--- src/rtl/ram1p_wbuf_pkg.sv ---
// Shared defaults for the write-buffer front end of the single-port byte-enable SRAM.
package ram1p_wbuf_pkg;

  localparam int DEPTH_DEF    = 64;
  localparam int WIDTH_DEF    = 64;
  localparam int NENTRIES_DEF = 4;
  localparam int STARVE_DEF   = 8;

  // Number of byte lanes for a given word width; the top lane may be partial.
  function automatic int lanes_of(input int w);
    return (w - 1) / 8 + 1;
  endfunction

endpackage

--- src/rtl/ram1p_wbuf_chk.sv ---
// Protocol checker: a request accept and a buffer drain never share a cycle.
module ram1p_wbuf_chk (
  input logic clk,
  input logic resetn,
  input logic accept_i,
  input logic drain_i
);

  a_no_accept_and_drain: assert property (@(posedge clk) disable iff (!resetn)
    !(accept_i && drain_i));

endmodule

--- src/rtl/ram1p_wbuf_wbufentry.sv ---
// One write-buffer entry: valid/addr/data/mask, address compare and byte merge.
module ram1p_wbuf_wbufentry
  import ram1p_wbuf_pkg::*;
#(
  parameter int AW    = 6,
  parameter int WIDTH = 64,
  parameter int NB    = 8
) (
  input  logic             clk,
  input  logic             resetn,
  input  logic             alloc_i,
  input  logic             merge_i,
  input  logic             pop_i,
  input  logic [AW-1:0]    addr_i,
  input  logic [WIDTH-1:0] wdata_i,
  input  logic [NB-1:0]    wbe_i,
  output logic             match_o,
  output logic [AW-1:0]    addr_o,
  output logic [WIDTH-1:0] data_o,
  output logic [NB-1:0]    mask_o
);

  typedef struct packed {
    logic             valid;
    logic [AW-1:0]    addr;
    logic [WIDTH-1:0] data;
    logic [NB-1:0]    mask;
  } entry_t;

  entry_t           entry_q;
  entry_t           entry_d;
  logic [WIDTH-1:0] wmask_s;

  // Expand a lane enable vector into a per-bit mask.
  function automatic logic [WIDTH-1:0] lane_bits(input logic [NB-1:0] be);
    logic [WIDTH-1:0] r;
    r = '0;
    for (int b = 0; b < WIDTH; b++) begin
      r[b] = be[b / 8];
    end
    return r;
  endfunction

  // Next entry state: pop clears, allocate loads, merge overlays enabled lanes.
  always_comb begin
    entry_d = entry_q;
    wmask_s = lane_bits(wbe_i);
    if (pop_i) begin
      entry_d.valid = 1'b0;
      entry_d.mask  = '0;
    end else if (alloc_i) begin
      entry_d.valid = 1'b1;
      entry_d.addr  = addr_i;
      entry_d.data  = (entry_q.data & ~wmask_s) | (wdata_i & wmask_s);
      entry_d.mask  = wbe_i;
    end else if (merge_i) begin
      entry_d.data  = (entry_q.data & ~wmask_s) | (wdata_i & wmask_s);
      entry_d.mask  = entry_q.mask | wbe_i;
    end else begin
      entry_d = entry_q;
    end
  end

  // Entry register with synchronous active-low reset.
  always_ff @(posedge clk) begin
    if (!resetn) begin
      entry_q <= '0;
    end else begin
      entry_q <= entry_d;
    end
  end

  assign match_o = entry_q.valid && (entry_q.addr == addr_i);
  assign addr_o  = entry_q.addr;
  assign data_o  = entry_q.data;
  assign mask_o  = entry_q.mask;

endmodule

--- src/rtl/ram1p_wbuf.sv ---
// Coalescing write buffer in front of a single-port byte-enable SRAM, with
// per-byte forwarding of buffered data into read responses.
module ram1p_wbuf
  import ram1p_wbuf_pkg::*;
#(
  parameter int DEPTH        = DEPTH_DEF,
  parameter int WIDTH        = WIDTH_DEF,
  parameter int NENTRIES     = NENTRIES_DEF,
  parameter int STARVE_LIMIT = STARVE_DEF
) (
  input  logic                     clk,
  input  logic                     resetn,
  input  logic                     ReqValid,
  output logic                     ReqReady,
  input  logic                     ReqWrite,
  input  logic [$clog2(DEPTH)-1:0] ReqAddr,
  input  logic [WIDTH-1:0]         ReqData,
  input  logic [(WIDTH-1)/8:0]     ReqBwe,
  output logic                     RspValid,
  output logic [WIDTH-1:0]         RspData,
  output logic                     ce,
  output logic                     we,
  output logic [$clog2(DEPTH)-1:0] addr,
  output logic [WIDTH-1:0]         din,
  output logic [(WIDTH-1)/8:0]     bwe,
  input  logic [WIDTH-1:0]         dout
);

  localparam int AW = $clog2(DEPTH);
  localparam int NB = lanes_of(WIDTH);
  localparam int PW = (NENTRIES > 1) ? $clog2(NENTRIES) : 1;
  localparam int CW = $clog2(NENTRIES + 1);
  localparam int SW = $clog2(STARVE_LIMIT + 1);

  logic [CW-1:0]    count_q, count_d;
  logic [PW-1:0]    head_q, head_d, tail_q, tail_d;
  logic [SW-1:0]    starve_q, starve_d;
  logic             rsp_valid_q, rsp_valid_d;
  logic [NB-1:0]    fwd_mask_q, fwd_mask_d;
  logic [WIDTH-1:0] fwd_data_q, fwd_data_d;

  logic                accept_s, wr_acc_s, rd_acc_s, alloc_s, drain_s, hit_s;
  logic [NB-1:0]       hit_mask_s;
  logic [WIDTH-1:0]    hit_data_s, fwd_bits_s;
  logic [NENTRIES-1:0] ent_match_s;
  logic [AW-1:0]       ent_addr_s [NENTRIES];
  logic [WIDTH-1:0]    ent_data_s [NENTRIES];
  logic [NB-1:0]       ent_mask_s [NENTRIES];

  // Advance a ring pointer, wrapping at the last entry.
  function automatic logic [PW-1:0] ptr_inc(input logic [PW-1:0] p);
    return (p == PW'(NENTRIES - 1)) ? '0 : p + PW'(1);
  endfunction

  // Expand a lane enable vector into a per-bit mask.
  function automatic logic [WIDTH-1:0] lane_bits(input logic [NB-1:0] be);
    logic [WIDTH-1:0] r;
    r = '0;
    for (int b = 0; b < WIDTH; b++) begin
      r[b] = be[b / 8];
    end
    return r;
  endfunction

  // Handshake: ready ignores ReqValid; a drain takes any cycle without an accept.
  assign ReqReady = resetn && (count_q != CW'(NENTRIES)) && (starve_q != SW'(STARVE_LIMIT));
  assign accept_s = ReqValid && ReqReady;
  assign wr_acc_s = accept_s && ReqWrite;
  assign rd_acc_s = accept_s && !ReqWrite;
  assign drain_s  = resetn && (count_q != '0) && !accept_s;
  assign alloc_s  = wr_acc_s && !hit_s;

  for (genvar i = 0; i < NENTRIES; i++) begin : g_ent
    ram1p_wbuf_wbufentry #(.AW(AW), .WIDTH(WIDTH), .NB(NB)) u_ent (
      .clk     (clk),
      .resetn  (resetn),
      .alloc_i (alloc_s && (tail_q == PW'(i))),
      .merge_i (wr_acc_s && ent_match_s[i]),
      .pop_i   (drain_s && (head_q == PW'(i))),
      .addr_i  (ReqAddr),
      .wdata_i (ReqData),
      .wbe_i   (ReqBwe),
      .match_o (ent_match_s[i]),
      .addr_o  (ent_addr_s[i]),
      .data_o  (ent_data_s[i]),
      .mask_o  (ent_mask_s[i])
    );
  end

  // Select the (unique) entry matching the request address.
  always_comb begin
    hit_s      = 1'b0;
    hit_mask_s = '0;
    hit_data_s = '0;
    for (int i = 0; i < NENTRIES; i++) begin
      if (ent_match_s[i]) begin
        hit_s      = 1'b1;
        hit_mask_s = ent_mask_s[i];
        hit_data_s = ent_data_s[i];
      end else begin
        hit_s      = hit_s;
      end
    end
  end

  // RAM port: read on a read accept, write the head entry on a drain.
  assign ce   = rd_acc_s || drain_s;
  assign we   = drain_s;
  assign addr = drain_s ? ent_addr_s[head_q] : ReqAddr;
  assign din  = drain_s ? ent_data_s[head_q] : '0;
  assign bwe  = drain_s ? ent_mask_s[head_q] : '0;

  // Read response merges the forward snapshot over the RAM data lane by lane.
  assign fwd_bits_s = lane_bits(fwd_mask_q);
  assign RspValid   = rsp_valid_q;
  assign RspData    = (fwd_data_q & fwd_bits_s) | (dout & ~fwd_bits_s);

  // Next-state for occupancy, pointers, starvation counter and forward snapshot.
  always_comb begin
    count_d     = count_q;
    head_d      = drain_s ? ptr_inc(head_q) : head_q;
    tail_d      = alloc_s ? ptr_inc(tail_q) : tail_q;
    rsp_valid_d = rd_acc_s;
    fwd_mask_d  = rd_acc_s ? hit_mask_s : fwd_mask_q;
    fwd_data_d  = rd_acc_s ? hit_data_s : fwd_data_q;
    case ({alloc_s, drain_s})
      2'b10:   count_d = count_q + CW'(1);
      2'b01:   count_d = count_q - CW'(1);
      default: count_d = count_q;
    endcase
    if (drain_s || (count_q == '0)) begin
      starve_d = '0;
    end else if (accept_s) begin
      starve_d = starve_q + SW'(1);
    end else begin
      starve_d = starve_q;
    end
  end

  // Control and snapshot registers with synchronous active-low reset.
  always_ff @(posedge clk) begin
    if (!resetn) begin
      count_q     <= '0;
      head_q      <= '0;
      tail_q      <= '0;
      starve_q    <= '0;
      rsp_valid_q <= 1'b0;
      fwd_mask_q  <= '0;
      fwd_data_q  <= '0;
    end else begin
      count_q     <= count_d;
      head_q      <= head_d;
      tail_q      <= tail_d;
      starve_q    <= starve_d;
      rsp_valid_q <= rsp_valid_d;
      fwd_mask_q  <= fwd_mask_d;
      fwd_data_q  <= fwd_data_d;
    end
  end

  ram1p_wbuf_chk u_chk (
    .clk      (clk),
    .resetn   (resetn),
    .accept_i (accept_s),
    .drain_i  (drain_s)
  );

endmodule

--- config.mk ---
export PLATFORM = sky130hd
export DESIGN_NAME = ram1p_wbuf
export DESIGN_NICKNAME = d
export VERILOG_FILES = /design/src/rtl/ram1p_wbuf_pkg.sv /design/src/rtl/ram1p_wbuf_chk.sv /design/src/rtl/ram1p_wbuf_wbufentry.sv /design/src/rtl/ram1p_wbuf.sv
export SDC_FILE = /design/constraint.sdc
export NUM_CORES = 1
export LEC_CHECK = 0
export CORE_ASPECT_RATIO = 0.9
export CORE_MARGIN = 1.5
export CORE_UTILIZATION = 60
export DETAILED_ROUTE_END_ITERATION = 6
export PLACE_DENSITY = 0.87
export SLEW_MARGIN = 5
export SYNTH_ARGS = -nofsm -noshare
export SYNTH_HDL_FRONTEND = slang
export SYNTH_HIERARCHICAL = 1
export SYNTH_SLANG_ARGS = --single-unit
--- constraint.sdc ---
create_clock -name clk -period 5.4 [get_ports clk]
set_input_delay 1.08 -clock clk [delete_from_list [all_inputs] [get_ports clk]]
set_output_delay 1.08 -clock clk [all_outputs]
set_load 0.005 [all_outputs]
==> run summary <==
The cell count after synthesis is 2,497. Compared with the post-synthesis result, the final layout area differs by 9.08%. The sequential fraction of design power came out at 42.4%.

The final cell count without fillers is 2,923. The net count of the mapped netlist is 2,655. The floorplan has 68 rows.

The hold buffer count at cts is 0. The number of detailed-routing iterations run before antenna repair is 7. At the end of the flow, the number of nets in the layout was 2,521. The number of max-cap violations is 0. The pre-CTS worst setup slack is 631 ps. The launching instance or port of the critical path is ReqValid.

The path category of the worst min-delay check is register to register. The number of hold violations in the final report was 0. Summed over all layers, the global routing overflow is 0.

The worst hold path was traced through 2 stages. The fraction of power spent switching nets came out at 26.4%. The internal cell power came out at 5.32 mW. Once the floorplan was initialized, standard cells occupied 60.9% of the core. The depth of the most critical reg-to-reg path came out at 9. The clock share of power is 42.1%. The switching component of the power is 1.91 mW. Clock tree synthesis selected as its root buffer the cell sky130_fd_sc_hd__clkbuf_16. CTS saw 400 sinks. At the end of routability-driven placement, the weighted congestion stood at 0.830. The half-perimeter wire length after detailed placement came out at 38,800 µm. The tightest hold margin came out at 473 ps.

The clock tree synthesis step divided the H-tree into 2 levels. At the pin with the least slew margin, the transition time is 1200 ps. Across the VDD grid, the largest voltage drop is 0.205 mV. The wire length of the first global-routing pass came out at 96,100 µm. Wires add up to 61,400 µm. The end point of the critical path is din[0]. The count of input and output buffers came out at 291. The utilization after layout came out at 66.4%.

The average via count per standard cell is 6.08. The pin count of the biggest net entering global routing came out at 118. The final critical path time including I/O delays and setup came out at 4760 ps.

The areal power density over the cells is 284 nW/µm². The die height is 190 µm. The leakage power figure came out at 10.9 nW. The post-route total power is 7.23 mW. The total negative setup slack came out at 0 ps. The final clock period utilization by the worst path came out at 88.2%. In this run the standard cell core region covers 38,400 µm². For this run, the top clock speed supported by timing is 0.210 GHz. The via count of the first global-routing pass is 18,100.

The register-to-register path setup slack came out at 2030 ps. The largest driver fanout on the critical path is 40. The register area share after synthesis came out at 34.3%. In this run, synthesis inferred 0 flip-flops with an integrated enable. The async set-reset flop share out of synthesis is 0%.

The clock skew after layout is 19.2 ps. Setup repair after global routing left no endpoint under its margin. The flip-flop and latch count after synthesis came out at 400. In the final layout, the share of cells above drive strength 1 is 15.3%.

Clock tree synthesis inserted a total of 43 buffers. The source-to-sink clock delay at the later pin of the worst-skew pair came out at 560 ps. The count of antenna-violating nets left after detailed routing came out at 0. Combinational logic is responsible for 15.4% of the overall power. Once placement completed, the tool counted placed cells totaling 2,843. The final number of max-transition violations came to 0. The number of design-rule violations left by the first detailed-router iteration is 1,576. The worst pin sits at a relative slew slack of 19.8%. The mean instance size in the synthesized netlist came out at 9.35 µm². Summing all placed instances gives a cell area of 24,000 µm². For this run, the leading register cell type out of synthesis is sky130_fd_sc_hd__dfxtp_1. The number of top-level design ports is 292.

Among all cell types in the netlist, the one instantiated most often is sky130_fd_sc_hd__nand2_1. The number of post-CTS setup repair buffers came out at 0. Data on the critical path is required at its endpoint by 4320 ps. The worst setup path is captured at a primary output. Setup slack on the critical path of the routed design comes to 636 ps. The die is 211 µm wide. Counting the fill cells in the layout gives 2,856. The flow ran to the end, and the final reports show no timing, DRC or antenna violations. The arrival time at the worst endpoint is 3680 ps.

The cell type contributing the most total cell area after synthesis is sky130_fd_sc_hd__dfxtp_1. The number of different library cells used by synthesis comes to 43. The detail-routed net length per standard cell is 21.0 µm. The DRC violation count after routing is 0. The critical path class is primary input to primary output. The final cell area excluding filler cells is 25,500 µm².

For this run, the number of Yosys warnings is 6. The startpoint identified for the worst register-to-register timing path is starve_q[0]. The initial antenna violation count is 6.

TritonCTS built the clock tree. The count of vias placed by the detailed router is 17,800. The clock transition at the registers of the reported paths came out at 60 ps. The post-cts sizing count is 0. STA classifies the critical path startpoint as a primary input. The longest clock path from root to sink contains 3 buffers.

The fraction of post-synthesis cell area in the top cell type by area is 34.3%. The floorplan step defined a die boundary enclosing 40,100 µm². Yosys attributes the largest share of cell area to sky130_fd_sc_hd__dfxtp_1 (34%), sky130_fd_sc_hd__mux2i_1 (12%), sky130_fd_sc_hd__buf_4 (10%), sky130_fd_sc_hd__nand2_1 (8.3%), sky130_fd_sc_hd__mux4_2 (7.5%).

Setup violations remaining at the end of the flow were counted as 0. In the synthesized netlist, the cells that appear most often are sky130_fd_sc_hd__nand2_1 (517), sky130_fd_sc_hd__dfxtp_1 (400), sky130_fd_sc_hd__buf_4 (312). The global router's overall resource usage is 30.0%. The synthesized cell area came out at 23,400 µm².
==> critical path, stage by stage <==
cell and delay [ps]:
sky130_fd_sc_hd__clkdlybuf4s50_1 480, sky130_fd_sc_hd__o21ai_0 130, sky130_fd_sc_hd__o221ai_1 220, sky130_fd_sc_hd__inv_2 640, sky130_fd_sc_hd__buf_4 410, sky130_fd_sc_hd__and2_1 180
sky130_fd_sc_hd__clkdlybuf4s50_1 510
==> power by group through the flow <==
stage | Combinational, mW | Clock [mW] | Sequential, mW
after floorplan | 0.782 | 0 | 3.07
after global placement | 1.09 | 0 | 3.13
after detailed placement | 1.12 | 0 | 3.13
after CTS | 1.12 | 3.08 | 3.07
after global routing | 1.20 | 3.20 | 3.08
final | 1.11 | 3.05 | 3.07
==> area by class of cell <==
cell class	instances	area [µm²]	share of cell area (%)
repair buffers	319	3180	12.5
clock buffers	61	1250	4.92
clock inverters	16	204	0.800
inverters	16	63.8	0.250
well taps	525	657	2.58
multi-input cells	1583	12100	47.5
diodes	3	7.51	0.0295
flip-flops and latches	400	8020	31.5
==> layout by cell type, fill, tap and decap left out, types with 13 or more instances in the layout <==
master | Yosys | routed
sky130_fd_sc_hd__dfxtp_1 | 400 | 398
sky130_fd_sc_hd__mux4_2 | 78 | 78
sky130_fd_sc_hd__and2_1 | 83 | 83
sky130_fd_sc_hd__o41ai_2 | 71 | 71
sky130_fd_sc_hd__nand3_1 | 75 | 75
sky130_fd_sc_hd__clkbuf_16 | 0 | 43
sky130_fd_sc_hd__clkdlybuf4s50_1 | 0 | 290
sky130_fd_sc_hd__a221oi_1 | 71 | 71
sky130_fd_sc_hd__nor2b_1 | 61 | 60
sky130_fd_sc_hd__mux2_2 | 70 | 70
sky130_fd_sc_hd__xor2_1 | 15 | 15
sky130_fd_sc_hd__inv_1 | 15 | 13
sky130_fd_sc_hd__buf_4 | 312 | 24
sky130_fd_sc_hd__nand2_2 | 32 | 32
sky130_fd_sc_hd__a21oi_1 | 36 | 36
sky130_fd_sc_hd__o22ai_1 | 71 | 71
sky130_fd_sc_hd__nand2_1 | 517 | 516
sky130_fd_sc_hd__mux2i_1 | 280 | 280
sky130_fd_sc_hd__xnor2_1 | 13 | 13
sky130_fd_sc_hd__nor2_1 | 52 | 52
==> routing by layer <==
layer | wire length [µm] | track usage [%] | up-vias
met5 | 45 | 0 | -
met4 | 1760 | 12.1 | 6
met3 | 4960 | 5.55 | 155
met2 | 30100 | 51.8 | 849
met1 | 24400 | 36.9 | 8617
li1 | - | - | 8148
==> worst min path at each step <==
stage,to,startpoint
floorplan,starve_q[0],starve_q[0]
global placement,starve_q[0],starve_q[0]
detailed placement,starve_q[0],starve_q[0]
CTS,register,register
global route,register,register
finish,register,register
==> cell families after synthesis <==
family / after synthesis / synth area share [%]
muxes: 428 / 22.9
buffers and inverters: 514 / 14.0
DFF: 400 / 34.3
and+or+nand+nor: 850 / 16.3
xor gates and xnor gates: 28 / 1.05
adders and majority gates: 12 / 0.675
AOI/OAI and AO/OA: 265 / 10.8
Note: power is estimated with default switching activity, not from simulation.
